File: src/rtl/im_boot_loader.sv
// -----------------------------------------------------------------------------
// im_boot_loader
//
// Owns the instruction-memory port while a program image is streamed in from
// an external source. The PC stays stalled for the whole load. After the last
// word is written, the PC receives a one-cycle branch to the base address, and
// the IM address port is handed back to the fetch path.
//
// Optional feature (compile-time macro IMBOOT_CHECKSUM_EN):
//   When the macro is defined, the source sends one extra word after the
//   image. That word must equal the mod-2^16 sum of all image words.
//   - On a match, the loader branches to the base address as usual.
//   - On a mismatch, the loader sets the sticky error flag and returns to
//     idle with no branch and no done pulse.
//   When the macro is undefined, error is tied to 0.
//
// Ports:
//   clk            system clock, rising edge
//   reset          asynchronous, active-low reset
//   start          one-cycle load request (sampled in IDLE only)
//   length         number of words to load, 0..2^ADDR_W
//   base_address   first IM write address and PC restart address
//   s_valid/s_data source word stream; s_ready = loader accepts a word
//   pc_address     fetch address from the PC
//   im_address     address to IM (pc_address when not loading)
//   im_data_in     write data to IM
//   im_en_write    IM write enable
//   cpu_stall      PC stall
//   cpu_branch     PC branch (one cycle, in RELEASE)
//   cpu_br_address PC branch target (0 when cpu_branch is 0)
//   busy           load in progress
//   done           one-cycle pulse when a load completes
//   error          sticky checksum failure
// -----------------------------------------------------------------------------
module im_boot_loader #(
    parameter int ADDR_W = 10,
    parameter int DATA_W = 16
) (
    input  logic              clk,
    input  logic              reset,
    input  logic              start,
    input  logic [ADDR_W:0]   length,
    input  logic [ADDR_W-1:0] base_address,
    input  logic              s_valid,
    input  logic [DATA_W-1:0] s_data,
    output logic              s_ready,
    input  logic [ADDR_W-1:0] pc_address,
    output logic [ADDR_W-1:0] im_address,
    output logic [DATA_W-1:0] im_data_in,
    output logic              im_en_write,
    output logic              cpu_stall,
    output logic              cpu_branch,
    output logic [ADDR_W-1:0] cpu_br_address,
    output logic              busy,
    output logic              done,
    output logic              error
);

    localparam logic [ADDR_W:0]   LEN_ZERO = {(ADDR_W+1){1'b0}};
    localparam logic [ADDR_W:0]   LEN_ONE  = {{ADDR_W{1'b0}}, 1'b1};
    localparam logic [ADDR_W-1:0] ADDR_ONE = {{(ADDR_W-1){1'b0}}, 1'b1};

`ifdef IMBOOT_CHECKSUM_EN
    typedef enum logic [1:0] {
        ST_IDLE    = 2'b00,
        ST_LOAD    = 2'b01,
        ST_RELEASE = 2'b10,
        ST_CHECK   = 2'b11
    } state_t;

    // After the last image word, the checksum word is still outstanding.
    localparam state_t ST_AFTER_LOAD = ST_CHECK;

    // Running sum of the image, modulo 2^DATA_W (16 bits at the default width).
    function automatic logic [DATA_W-1:0] csum_add(input logic [DATA_W-1:0] acc,
                                                   input logic [DATA_W-1:0] word);
        return acc + word;
    endfunction
`else
    typedef enum logic [1:0] {
        ST_IDLE    = 2'b00,
        ST_LOAD    = 2'b01,
        ST_RELEASE = 2'b10
    } state_t;

    localparam state_t ST_AFTER_LOAD = ST_RELEASE;
`endif

    state_t            state_r;
    state_t            state_nxt_s;
    logic [ADDR_W-1:0] wr_ptr_r;
    logic [ADDR_W:0]   remaining_r;
    logic [ADDR_W-1:0] base_r;
    logic              done_r;
    logic              handshake_s;

`ifdef IMBOOT_CHECKSUM_EN
    logic [DATA_W-1:0] sum_r;
    logic              error_r;
`endif

    assign handshake_s = s_valid & s_ready;
    assign done        = done_r;

`ifdef IMBOOT_CHECKSUM_EN
    assign error = error_r;
`else
    assign error = 1'b0;
`endif

    // State register.
    always_ff @(posedge clk or negedge reset) begin
        if (!reset) begin
            state_r <= ST_IDLE;
        end else begin
            state_r <= state_nxt_s;
        end
    end

    // Next-state logic and IM/PC port steering.
    always_comb begin
        state_nxt_s    = state_r;
        s_ready        = 1'b0;
        im_address     = pc_address;
        im_data_in     = {DATA_W{1'b0}};
        im_en_write    = 1'b0;
        cpu_stall      = 1'b0;
        cpu_branch     = 1'b0;
        cpu_br_address = {ADDR_W{1'b0}};
        busy           = 1'b0;
        case (state_r)
            ST_IDLE: begin
                // A zero-length start only produces a done pulse and never leaves IDLE.
                if (start && (length != LEN_ZERO)) begin
                    state_nxt_s = ST_LOAD;
                end else begin
                    state_nxt_s = ST_IDLE;
                end
            end
            ST_LOAD: begin
                s_ready     = 1'b1;
                cpu_stall   = 1'b1;
                busy        = 1'b1;
                im_address  = wr_ptr_r;
                im_data_in  = s_data;
                im_en_write = s_valid;
                if (s_valid && (remaining_r == LEN_ONE)) begin
                    state_nxt_s = ST_AFTER_LOAD;
                end else begin
                    state_nxt_s = ST_LOAD;
                end
            end
`ifdef IMBOOT_CHECKSUM_EN
            ST_CHECK: begin
                // The checksum word is consumed but never written to IM.
                s_ready   = 1'b1;
                cpu_stall = 1'b1;
                busy      = 1'b1;
                if (s_valid) begin
                    if (s_data == sum_r) begin
                        state_nxt_s = ST_RELEASE;
                    end else begin
                        state_nxt_s = ST_IDLE;
                    end
                end else begin
                    state_nxt_s = ST_CHECK;
                end
            end
`endif
            ST_RELEASE: begin
                cpu_stall      = 1'b1;
                cpu_branch     = 1'b1;
                cpu_br_address = base_r;
                busy           = 1'b1;
                state_nxt_s    = ST_IDLE;
            end
            default: begin
                state_nxt_s = ST_IDLE;
            end
        endcase
    end

    // Load pointers, base register and done pulse.
    always_ff @(posedge clk or negedge reset) begin
        if (!reset) begin
            wr_ptr_r    <= {ADDR_W{1'b0}};
            remaining_r <= LEN_ZERO;
            base_r      <= {ADDR_W{1'b0}};
            done_r      <= 1'b0;
        end else begin
            done_r <= 1'b0;
            case (state_r)
                ST_IDLE: begin
                    if (start) begin
                        if (length != LEN_ZERO) begin
                            wr_ptr_r    <= base_address;
                            base_r      <= base_address;
                            remaining_r <= length;
                        end else begin
                            done_r <= 1'b1;
                        end
                    end
                end
                ST_LOAD: begin
                    // Wrapping from the top of IM back to 0 is intentional.
                    if (handshake_s) begin
                        wr_ptr_r    <= wr_ptr_r + ADDR_ONE;
                        remaining_r <= remaining_r - LEN_ONE;
                    end
                end
                ST_RELEASE: begin
                    done_r <= 1'b1;
                end
                default: begin
                    done_r <= 1'b0;
                end
            endcase
        end
    end

`ifdef IMBOOT_CHECKSUM_EN
    // Image checksum accumulator and sticky error flag.
    always_ff @(posedge clk or negedge reset) begin
        if (!reset) begin
            sum_r   <= {DATA_W{1'b0}};
            error_r <= 1'b0;
        end else begin
            case (state_r)
                ST_IDLE: begin
                    if (start) begin
                        sum_r   <= {DATA_W{1'b0}};
                        error_r <= 1'b0;
                    end
                end
                ST_LOAD: begin
                    if (handshake_s) begin
                        sum_r <= csum_add(sum_r, s_data);
                    end
                end
                ST_CHECK: begin
                    if (handshake_s && (s_data != sum_r)) begin
                        error_r <= 1'b1;
                    end
                end
                default: begin
                    error_r <= error_r;
                end
            endcase
        end
    end
`endif

endmodule

File: config.mk
export PLATFORM = sky130hd
export DESIGN_NAME = im_boot_loader
export DESIGN_NICKNAME = d
export VERILOG_FILES = /design/src/rtl/im_boot_loader.sv
export SDC_FILE = /design/constraint.sdc
export NUM_CORES = 1
export LEC_CHECK = 0
export BUFFER_PORTS_ARGS = -buffer_cell sky130_fd_sc_hd__buf_2
export CAP_MARGIN = 20
export CORE_MARGIN = 2
export CORE_UTILIZATION = 45
export DETAILED_ROUTE_END_ITERATION = 6
export GPL_TIMING_DRIVEN = 0
export PLACE_DENSITY = 0.75
export SLEW_MARGIN = 20
export SYNTH_ARGS = -nofsm -noshare
export SYNTH_HDL_FRONTEND = slang
export SYNTH_SLANG_ARGS = --single-unit
export TNS_END_PERCENT = 5
File: constraint.sdc
create_clock -name clk -period 4.2 [get_ports clk]
set_input_delay 0.42 -clock clk [delete_from_list [all_inputs] [get_ports clk]]
set_output_delay 0.42 -clock clk [all_outputs]
set_load 0.1 [all_outputs]
**Word-level counts from Yosys, hierarchy flattened**

Cells that the tools add are included.

- Register bits after elaboration: 34
- Input bits: 51
- Output and inout bits: 43
- Logic and storage cells: 43

- Add/sub/neg operators: 2
- Equal/unequal tests: 6
- Muxes and demuxes: 21
- Bitwise gates (word level): 1
- Reductions and logical operators: 8

Operators with widths:

| operator | number |
|---|---|
| 10-bit two-way mux | 5 |
| 11-bit two-way mux | 3 |
| 11-bit case mux with 2 select lines | 1 |
| 10-bit case mux with 2 select lines | 1 |
| 16-bit two-way mux | 1 |
| 11-bit by 1-bit equality test with 1-bit output, second input constant | 1 |
| 11-bit nonzero test | 1 |
| 11-bit by 1-bit subtractor with 11-bit output, second input constant | 1 |
| 10-bit by 1-bit adder with 10-bit output, second input constant | 1 |
| 1-bit two-way mux | 7 |
| 2-bit != test, second input constant | 3 |
| 2-bit case mux with 2 select lines | 1 |
| 4-bit AND reduction | 1 |
| 3-bit AND reduction | 1 |
| 2-bit by 1-bit equality test with 1-bit output, second input constant | 1 |
| 2-bit equality test, second input constant | 1 |
| 1-bit logical AND | 2 |
| 2-bit logical NOT | 1 |
| 2-bit two-way mux | 1 |
| 1-bit case mux with 2 select lines | 1 |
| 2-bit nonzero test | 1 |
| 2-bit OR reduction | 1 |
| 1-bit AND | 1 |

**Depth between registers and ports, before layout**

- Depth in word-level cells: 5
- Gate-level depth with buffers: 8
- Gate-level depth less buffers: 6

**Worst setup path before layout**

OpenSTA, ideal clock, no wires.

- Kind: register -> output
- Start: register state_r[0]
- End: output im_address[7]
- Arrival time: 3.791 ns
- Data required time: 3.780 ns
- Setup slack: -0.011 ns
- Cell stages (with the launch flop): 6
- Buffers on the path: 3
- Cell sequence: dfrtp_1 -> ha_1 -> clkbuf_1 -> buf_1 -> clkbuf_1 -> o21ai_0

- Word-level cells in the longest chain between the ends: 2

RTL lines:

| what | RTL line | source |
|---|---|---|
| start, declared | 89 | `state_t state_r;` |
| start signal, assigned | 116 | `state_r <= state_nxt_s;` |
| 2-bit by 1-bit equality test with 1-bit output | 131 | `case (state_r)` |
| 10-bit two-way mux | 131 |  |
| end, declared | 48 | `output logic [ADDR_W-1:0] im_address,` |

No other way between the ends.

**Worst setup path after layout**

- Start: register state_r[1]
- End: output im_data_in[10]

- Word-level cells in the longest chain between the ends: 2

RTL lines:

| what | RTL line | source |
|---|---|---|
| 2-bit by 1-bit equality test with 1-bit output | 131 |  |
| 16-bit two-way mux | 131 |  |
| end, declared | 49 | `output logic [DATA_W-1:0] im_data_in,` |

No other way between the ends.

==> results.md <==
- Hold Vio Cnt, Final: 0
- Ys async rst share: 100%
- Post-layout minimum cycle time: 3.25 ns
- Layout area overhead: 27.0%
- Fin crit share: 77.4%
- First-pass DRT Iterations: 4
- Yosys top cell area share: 35.1%
- Vias per inst: 5.67
- Clock transition at path regs: 0.07 ns
- Peak VDD IR: 0.000584 V
- Met3 usage: 5.35%
- CP arrival: 2.83 ns
- # clock sinks: 34
- Simple-gate share of the synthesized area: 26.3%
- Leak: 1.42 nW
- Multi-input logic area: 0.00138 mm²
- Chip Height: 77.4 µm
- Vias after detailed routing: 2,460
- XOR/XNOR Fraction of Synth Area: 0%
- Warnings, synthesis: 0
- Busiest grt layer: met2
- Post-synthesis compound-gate area fraction: 17.8%
- Max-slew headroom: 46.5%
- Vias in the first global route: 2,322
- Final Setup Violations: 0
- Worst skew pair latency: 0.29 ns
- Max Cap Viol: 0
- I/O pin count: 94
- Cts hold-fix bufs: 0
- Post-synth top area cell: dfrtp_1
- Multiplexer share of the synthesized area: 9.64%
- CTS tree: built
- EDFF count, synth: 0
- Final design utilization: 59.9%
- Initial antenna violation count: 0
- Synthesized Nets: 321
- Ys flop type: dfrtp_1
- Core Rows: 26
- Antenna diodes: 0
- CTS root buffer: clkbuf_8
- Cell variety after synth: 52
- Fraction of layout cells with a size suffix above 1: 36.0%
- Largest fanout on the critical path: 10
- Final Wtd Congestion: 0.883
- WL/cell: 15.4 µm
- Synthesized area: 0.00243 mm²
- Crit Path Category: register to primary output
- Status: finished clean
- RSZ-0062 raised after global routing: false
- Post-DRT Antenna Nets: 0
- Gr usage total: 22.7%
- Total Wirelength: 6660 µm
- Max clock buf depth: 2
- Largest net degree at the start of global routing: 35
- Critical Path Start Type: register
- # port buffers: 92
- Fillers: 471
- Core box area: 0.00514 mm²
- Worst slew pin tran: 0.802 ns
- Dpl hpwl: 4890 µm
- Register Area: 851 µm²
- First-pass GRT wire length: 11,000 µm
- Most frequent cells in the layout: buf_2 (93), dfrtp_1 (34), and2_1 (27), nand2_1 (19), mux2_2 (19)
- Avg Cell Area, Syn: 9.19 µm²
- Clock skew: 0.00660 ns
- Worst Setup End Kind: primary output
- Post-synthesis register bit count: 34
- Initial DRC count: 154
- Min-Delay Path Class: input port to asynchronous set/reset pin
- Sequential fraction of the synthesis area: 35.1%
- Met1 Usage GRT: 30.0%
- Final-stage net count: 420
- Mapped Cells: 264
- H-tree depth: 2
- DIE AREA: 0.00599 mm²
- DRC: 0
- P per Cell Area: 580 mW/mm²
- Met2 GRT Util: 36.9%
- Post-CTS setup buffer count: 0
- Global route total overflow: 0
- Largest family of logic cells by synthesized area: simple AND/OR/NAND/NOR gates
- Fmax: 0.307 GHz
- Die width: 77.4 µm
- Top cells by area, synth: dfrtp_1 (35%), mux2_2 (8.8%), and2_1 (7.0%), a211o_1 (4.0%), ha_1 (3.1%)
- Data required, critical path: 3.78 ns
- Hold Slack: 0.210 ns
- Synth Area in Adders: 3.09%
- Post-CTS Resized: 0
- Num CTS Buffers: 5
- Commonest non-fill, non-tap cell in the layout: buf_2
- Final Max Tran Viols: 0
- Starting Density: 47.2%
## state kept, by name, summed over array words and instances, names as in the netlist
name         cells
wr_ptr_r        10
remaining_r     11
state_r          2
base_r          10
done             1
## final timing paths
| path | cells past startpoint | slack, ns | endpoint | from |
|---|---|---|---|---|
| setup / recovery | 7 | 0.95 | im_data_in[10] | state_r[1] |
| hold / removal | 1 | 0.21 | base_r[0] | reset |
| setup reg to reg | 7 | 1.94 | wr_ptr_r[9] | state_r[0] |
| hold reg to reg | 1 | 0.50 | base_r[8] | base_r[8] |
| min in group clk | 2 | 0.38 | base_r[5] | base_address[5] |
| max in group asynchronous | 1 | 3.48 | remaining_r[3] | reset |
## cells in the mapped netlist, types with 2 or more instances
cell type and count:
dfrtp_1 34, and2_1 27, mux2_2 19, nand2_1 19
inv_1 15, nor3_1 14, a211o_1 11, clkbuf_1 11
nor2_1 11, o41ai_1 7, ha_1 6, nand3_1 6
o21ai_0 6, o32ai_1 6, or4_1 6, nor4_1 5
buf_6 4, or3_1 4, a31oi_1 3, buf_1 3
nand2b_1 3, nor4b_1 3, o211ai_1 3, a211oi_1 2
a2bb2oi_1 2, buf_4 2, mux2i_1 2, nand3b_1 2
o22a_1 2, o31a_1 2, o31ai_1 2, or4_4 2
## routing by layer
layer,part of all wire (%),up-vias
met2,47,119
met1,44,1162
met4,0.72,0
met5,0,-
li1,-,1173
met3,8.2,6
## where the power goes
group / internal, mW / leakage, nW / switching, mW
clock: 0.178 / 0.0524 / 0.123
sequential: 0.443 / 0.379 / 0.121
combinational: 0.277 / 0.984 / 0.645
total: 0.897 / 1.42 / 0.890
## worst max-delay path: stages (launching register included)
cell      delay, ns
dfrtp_1        0.38
inv_1          0.08
ha_1           0.29
clkbuf_1       0.41
buf_1          0.47
clkbuf_1       0.30
and2_1         0.19
buf_2          0.42
## kinds of logic (layout without fill, tap and decap cells)
group,after synthesis,count (layout)
simple gates,110,110
compound gates,55,55
buf+inv,37,137
flops,34,34
mux,21,21
fa+ha+maj,6,6
other cells,1,1
## stage by stage
stage	worst slack [ns]	cell area, µm²	instances	power, mW	TNS (ns)
after floorplan	-0.0112	2430	264	1.31	-0.0337
after global placement	1.31	2970	426	1.47	0
after detailed placement	1.27	2970	426	1.49	0
after CTS	0.960	3080	434	1.79	0
after global routing	0.744	3080	434	1.89	0
final	0.947	3080	434	1.79	0
## cell type report
type                            instances  share of cell area [%]
Sequential cell                        34                    27.6
Multi-Input combinational cell        193                    44.8
Clock inverter                          1                   0.975
Tap cell                               70                    2.84
Clock buffer                            7                    2.48
Inverter                               15                    1.83
Buffer                                 22                    4.47
Timing Repair Buffer                   92                    14.9
Note: power is estimated with default switching activity, not from simulation.
